===== config.mk =====
export PLATFORM = sky130hd
export DESIGN_NAME = next_line_prefetcher_flat
export DESIGN_NICKNAME = d
export VERILOG_FILES = /design/src/rtl/next_line_prefetcher_if.sv /design/src/rtl/next_line_prefetcher.sv /design/src/flat_wrapper.sv
export SDC_FILE = /design/constraint.sdc
export NUM_CORES = 1
export LEC_CHECK = 0
export ABC_CLOCK_PERIOD_IN_PS = 2600
export CORE_AREA = 3 3 248 250
export CTS_CLUSTER_SIZE = 25
export DETAILED_ROUTE_END_ITERATION = 6
export DIE_AREA = 0 0 251 253
export PLACE_DENSITY_LB_ADDON = 0.12
export SLEW_MARGIN = 0
export SYNTH_ARGS = -nofsm -noshare
export SYNTH_HDL_FRONTEND = slang
export SYNTH_SLANG_ARGS = --single-unit
export TNS_END_PERCENT = 10

===== constraint.sdc =====
create_clock -name clk -period 2.6 [get_ports clk]
set_input_delay 0.52 -clock clk [delete_from_list [all_inputs] [get_ports clk]]
set_output_delay 0.52 -clock clk [all_outputs]
set_load 0.01 [all_outputs]

===== src/rtl/next_line_prefetcher_if.sv =====
// Bundle between the next-line prefetcher, the cache that triggers it and
// the memory arbiter that serves its line reads.
interface next_line_prefetcher_if #(
    parameter int s_line = 256
);
    logic              trigger_valid;
    logic [31:0]       trigger_address;
    logic              pf_ack;
    logic              prefetch_ready;
    logic [s_line-1:0] prefetch_rdata;
    logic [31:0]       pf_cline_address;
    logic              pf_pmem_read;
    logic [31:0]       pf_pmem_address;
    logic [s_line-1:0] pf_pmem_rdata;
    logic              pf_pmem_resp;

    modport master (
        output trigger_valid, trigger_address, pf_ack,
        output pf_pmem_rdata, pf_pmem_resp,
        input  prefetch_ready, prefetch_rdata, pf_cline_address,
        input  pf_pmem_read, pf_pmem_address
    );

    modport slave (
        input  trigger_valid, trigger_address, pf_ack,
        input  pf_pmem_rdata, pf_pmem_resp,
        output prefetch_ready, prefetch_rdata, pf_cline_address,
        output pf_pmem_read, pf_pmem_address
    );
endinterface


===== src/rtl/next_line_prefetcher.sv =====
// Next-line prefetcher: on a demand-miss fill, fetch the following line
// into a one-line buffer and offer it to the cache until acknowledged.
module next_line_prefetcher #(
    parameter int s_offset = 5,
    parameter int s_line   = 256
) (
    input  logic                   clk,
    input  logic                   rst,
    next_line_prefetcher_if.slave  bus,
    output logic [15:0]            pf_issued_count,
    output logic [15:0]            pf_dropped_count
);
    localparam logic [1:0] IDLE  = 2'd0;
    localparam logic [1:0] FETCH = 2'd1;
    localparam logic [1:0] READY = 2'd2;

    logic [1:0]        state;
    logic [1:0]        state_nx;
    logic [31:0]       next_addr;
    logic [31:0]       cline;
    logic [s_line-1:0] rdata;
    logic              issue;
    logic              drop;
    logic              load;

    // Shifting back left discards the carry, giving the modulo-2**32 wrap.
    assign next_addr = ((bus.trigger_address >> s_offset) + 32'd1) << s_offset;

    assign issue = bus.trigger_valid &&
                   ((state == IDLE) ||
                    ((state == READY) && (next_addr != cline)));
    assign drop  = bus.trigger_valid && (state == FETCH);
    assign load  = bus.pf_pmem_resp && (state == FETCH);

    assign bus.pf_pmem_read     = (state == FETCH);
    assign bus.pf_pmem_address  = cline;
    assign bus.pf_cline_address = cline;
    assign bus.prefetch_ready   = (state == READY);
    assign bus.prefetch_rdata   = rdata;

    // Next-state selection; a new line in READY wins over a same-cycle ack.
    always_comb begin
        state_nx = state;
        case (state)
            IDLE: begin
                if (issue) state_nx = FETCH;
            end
            FETCH: begin
                if (load) state_nx = READY;
            end
            READY: begin
                if (issue)           state_nx = FETCH;
                else if (bus.pf_ack && !bus.trigger_valid) state_nx = IDLE;
            end
            default: state_nx = IDLE;
        endcase
    end

    // State register.
    always_ff @(posedge clk or negedge rst) begin
        if (!rst) state <= IDLE;
        else      state <= state_nx;
    end

    // Target line address, captured whenever a new read is issued.
    always_ff @(posedge clk or negedge rst) begin
        if (!rst)       cline <= '0;
        else if (issue) cline <= next_addr;
    end

    // Line buffer, written only by the response to the in-flight read.
    always_ff @(posedge clk or negedge rst) begin
        if (!rst)      rdata <= '0;
        else if (load) rdata <= bus.pf_pmem_rdata;
    end

    // Saturating count of memory reads issued.
    always_ff @(posedge clk or negedge rst) begin
        if (!rst) pf_issued_count <= '0;
        else if (issue && (pf_issued_count != 16'hFFFF))
            pf_issued_count <= pf_issued_count + 16'd1;
    end

    // Saturating count of triggers ignored while a read is in flight.
    always_ff @(posedge clk or negedge rst) begin
        if (!rst) pf_dropped_count <= '0;
        else if (drop && (pf_dropped_count != 16'hFFFF))
            pf_dropped_count <= pf_dropped_count + 16'd1;
    end
endmodule


===== src/flat_wrapper.sv =====
// flat-port wrapper written by rule: the top's interface ports become plain ports
module next_line_prefetcher_flat 
#(
    parameter int s_offset = 5,
    parameter int s_line   = 256
)
  (clk, rst, pf_issued_count, pf_dropped_count, bus_trigger_valid, bus_trigger_address, bus_pf_ack, bus_pf_pmem_rdata, bus_pf_pmem_resp, bus_prefetch_ready, bus_prefetch_rdata, bus_pf_cline_address, bus_pf_pmem_read, bus_pf_pmem_address);
  next_line_prefetcher_if #(.s_line(s_line)) bus_i ();
  input  logic clk;
  input  logic rst;
  output logic [15:0] pf_issued_count;
  output logic [15:0] pf_dropped_count;
  input wire logic [$bits(bus_i.trigger_valid)-1:0] bus_trigger_valid;
  input wire logic [$bits(bus_i.trigger_address)-1:0] bus_trigger_address;
  input wire logic [$bits(bus_i.pf_ack)-1:0] bus_pf_ack;
  input wire logic [$bits(bus_i.pf_pmem_rdata)-1:0] bus_pf_pmem_rdata;
  input wire logic [$bits(bus_i.pf_pmem_resp)-1:0] bus_pf_pmem_resp;
  output wire logic [$bits(bus_i.prefetch_ready)-1:0] bus_prefetch_ready;
  output wire logic [$bits(bus_i.prefetch_rdata)-1:0] bus_prefetch_rdata;
  output wire logic [$bits(bus_i.pf_cline_address)-1:0] bus_pf_cline_address;
  output wire logic [$bits(bus_i.pf_pmem_read)-1:0] bus_pf_pmem_read;
  output wire logic [$bits(bus_i.pf_pmem_address)-1:0] bus_pf_pmem_address;
  assign bus_i.trigger_valid = bus_trigger_valid;
  assign bus_i.trigger_address = bus_trigger_address;
  assign bus_i.pf_ack = bus_pf_ack;
  assign bus_i.pf_pmem_rdata = bus_pf_pmem_rdata;
  assign bus_i.pf_pmem_resp = bus_pf_pmem_resp;
  assign bus_prefetch_ready = bus_i.prefetch_ready;
  assign bus_prefetch_rdata = bus_i.prefetch_rdata;
  assign bus_pf_cline_address = bus_i.pf_cline_address;
  assign bus_pf_pmem_read = bus_i.pf_pmem_read;
  assign bus_pf_pmem_address = bus_i.pf_pmem_address;
  next_line_prefetcher #(.s_offset(s_offset), .s_line(s_line)) u_core (.clk(clk), .rst(rst), .bus(bus_i), .pf_issued_count(pf_issued_count), .pf_dropped_count(pf_dropped_count));
endmodule

==> flow_summary.toml <==
[worst_hold_path]
hp-class = "in2reg"

[sta]
fin_worst_skew_ps = 19.97
tightest_slew_ps = 567.4
setup_ws_ps = -109.7
min_period_over_period_pct = 104.2
hold_viol = 0
rsz0062_at_grt = "true"
slew_violations = 0
post-route-min-period_ps = 2710
slew_headroom_pct = 62.18
max_freq_ghz = 0.3691
setup_viol = 30

[die]
start_util_pct = 22.71
die-height_um = 253
rows = 89
die_w_um = 251
fp.coreArea_um2 = 59240
io_pins = 647
die-area_um2 = 63500

[cells_and_area]
fin_nets = 2003
drive_above_1_share_pct = 28.83
final_cell_count_no_fill = 2517
area_growth_syn_to_layout_pct = 71.46

[grt]
grt_usage_pct = 15.36
grt_max_degree = 62
grt_pass1_wl_mm = 74.23
grt.overflow.total = 0
grt_pass1_vias = 11608
antenna_found_initial = 10

[synth]
synth_xor_area_share_pct = 5.319
ys_seq_elements = 317
synth_mux_area_share_pct = 22.33
synth_cell_types = 53
synth_top_area_share_pct = 58.96
netlist_instances = 978
yosys.area.top_type = "dfrtp_1"
synth_warnings = 0
synth-main-ff-cell = "dfrtp_1"
syn_area_um2 = 13450
synth_compound_area_share_pct = 2.418
synth_top_family_by_area = "multiplexers"
synthAdderAreaFrac_pct = 0.2790
synth_common_cells = "317 x dfrtp_1, 257 x mux2_2, 53 x xnor2_1"
synth.most_common_cell = "dfrtp_1"
synth-edff-count = 0
synthTopCellsByArea = "dfrtp_1 59%, mux2_2 22%, xnor2_1 3.5%, buf_4 2.1%, xor2_1 1.4%"
synthArstFlopShare_pct = 100.0
syn_area_per_cell_um2 = 13.76
synth_seq_area_share_pct = 58.96
yosys.area_share.simple_pct = 6.975

[placed_design]
gp_congestion = 0.8348
dp_cells = 2429
place_hpwl_mm = 38.75
io_buffers = 631

[setup_path]
worstPathMaxFanout = 10
required_ps = 3030
cp-end-kind = "flop"
critPathArrivalTime_ps = 3140
critPathLaunchType = "input pin"
crit_type = "in2reg"

[detailed_routing]
antenna_left = 0
routedWlPerCell_um = 19.97
remaining_drc_errors = 0
wl_mm = 50.28
vias = 10534
drt-met1-wl_mm = 18.47
routed-wl-met3_mm = 4.213
wl_met2_mm = 26.32
via_per_inst = 4.185
dr.first_iter.drc_count = 361
top_layer = "met5"
drt_first_pass_iters = 6

[run_status]
outcome = "finished with violations"
violations = "setup timing"

[power_and_ir_drop]
cellPowerDensity_nw_per_um2 = 1078
power.total_mw = 24.86
vdd_drop_max_mv = 0.5263
p_leak_nw = 9.523

[clock_network]
htreeDepth = 2
cts_tree = "yes"
numCtsBuffers = 40
cts_root_buf = "clkbuf_16"
cts.sinks = 317
cts.clk_slew.worst_paths_ps = 60
clockBufferDepth = 3
clkLatencyLatePin_ps = 560

[job]
maxCapViolCount = 0
[critical path, stage by stage]
cell and delay [ps]:
clkdlybuf4s15_2 230, buf_4 170, and3_1 200, xnor2_1 180, o311ai_1 120, a2111oi_1 390
buf_4 180, nand4_1 90, nor4_1 180, buf_4 170, a31oi_4 90, buf_12 170
and2_4 150, mux2_4 290
[logic make-up after synthesis]
kind of cell	count (synthesis)
AO/OA/AOI/OAI	52
XOR/XNOR	77
adder cells (fa/ha/maj)	3
buffers and inverters	92
flip-flops	317
multiplexers	267
other	1
AND/OR/NAND/NOR	169
[layer usage]
layer / vias to the layer above / global-route usage [%]
li1: 4865 / -
met1: 5193 / 16.85
met2: 388 / 27.59
met3: 80 / 5.659
met4: 8 / 4.923
met5: - / 0
[area by class of cell]
cell class | instances | area (um^2)
diodes | 6 | 15.01
clock inverters | 11 | 187.7
multi-input cells | 578 | 5300
clock buffers | 62 | 1174
inverters | 12 | 45.04
well taps | 773 | 967.2
repair buffers | 758 | 7447
fillers | 5763 | 36170
flip-flops and latches | 317 | 7933
[registers in the layout (all words and copies together) (netlist names)]
register                     count
u_core.state                     2
u_core.bus.pf_cline_address     27
u_core.bus.prefetch_rdata      256
u_core.pf_dropped_count         16
u_core.pf_issued_count          16
[per-stage QoR]
step                instance area (um^2)  hold WS [ps]  setup TNS, ps  setup slack [ps]  utilization (%)
floorplan                          13570         224.4          -1412            -165.1                -
global placement                   21460         479.1         -49280             -1293            36.22
detailed placement                 21460         491.1         -49450             -1299            36.22
CTS                                22990         368.7          -4666            -199.5            38.81
global route                       23060         397.4          -5313            -185.2            38.93
finish                             23070         415.4          -1590            -109.7            38.94
[cell usage in the layout (no fill, tap or decap), drive strengths merged, types with 10 or more instances in the layout]
cell type and instances:
nand2 28, xnor2 53, conb 10, a21oi 21
buf 130, nor2 34, and3 15, o21ai 10
nand3 24, clkdlybuf4s50 613, xor2 21, clkbuf 64
mux2 265, dfrtp 317, inv 14, nand4 24
[final timing paths]
path	from	endpoint	slack, ps	cells past startpoint
min in group asynchronous	rst	u_core.bus.pf_cline_address[31]	510	2
max in group asynchronous	rst	u_core.bus.prefetch_rdata[141]	1270	3
min reg2reg	u_core.pf_dropped_count[4]	u_core.pf_dropped_count[4]	490	1
max	bus_trigger_address[7]	u_core.pf_issued_count[1]	-110	14
max reg2reg	u_core.bus.pf_cline_address[9]	u_core.pf_issued_count[1]	-80	12
min	bus_trigger_address[14]	u_core.bus.pf_cline_address[14]	420	3
[where the power goes]
part / switching (mW) / internal, mW
clock: 2.24 / 3.52
sequential: 1.29 / 7.17
combinational: 4.14 / 6.49
[what timing repair did]
item / CTS / global route
hold buffers: 1 / 0
resized for setup: 64 / 24
pin swaps: 13 / 9
buffers inserted: 5 / 3
endpoints found under the setup margin: 42 / 41
hold endpoints to repair: 47 / 0
(Power assumes the default switching activity.)
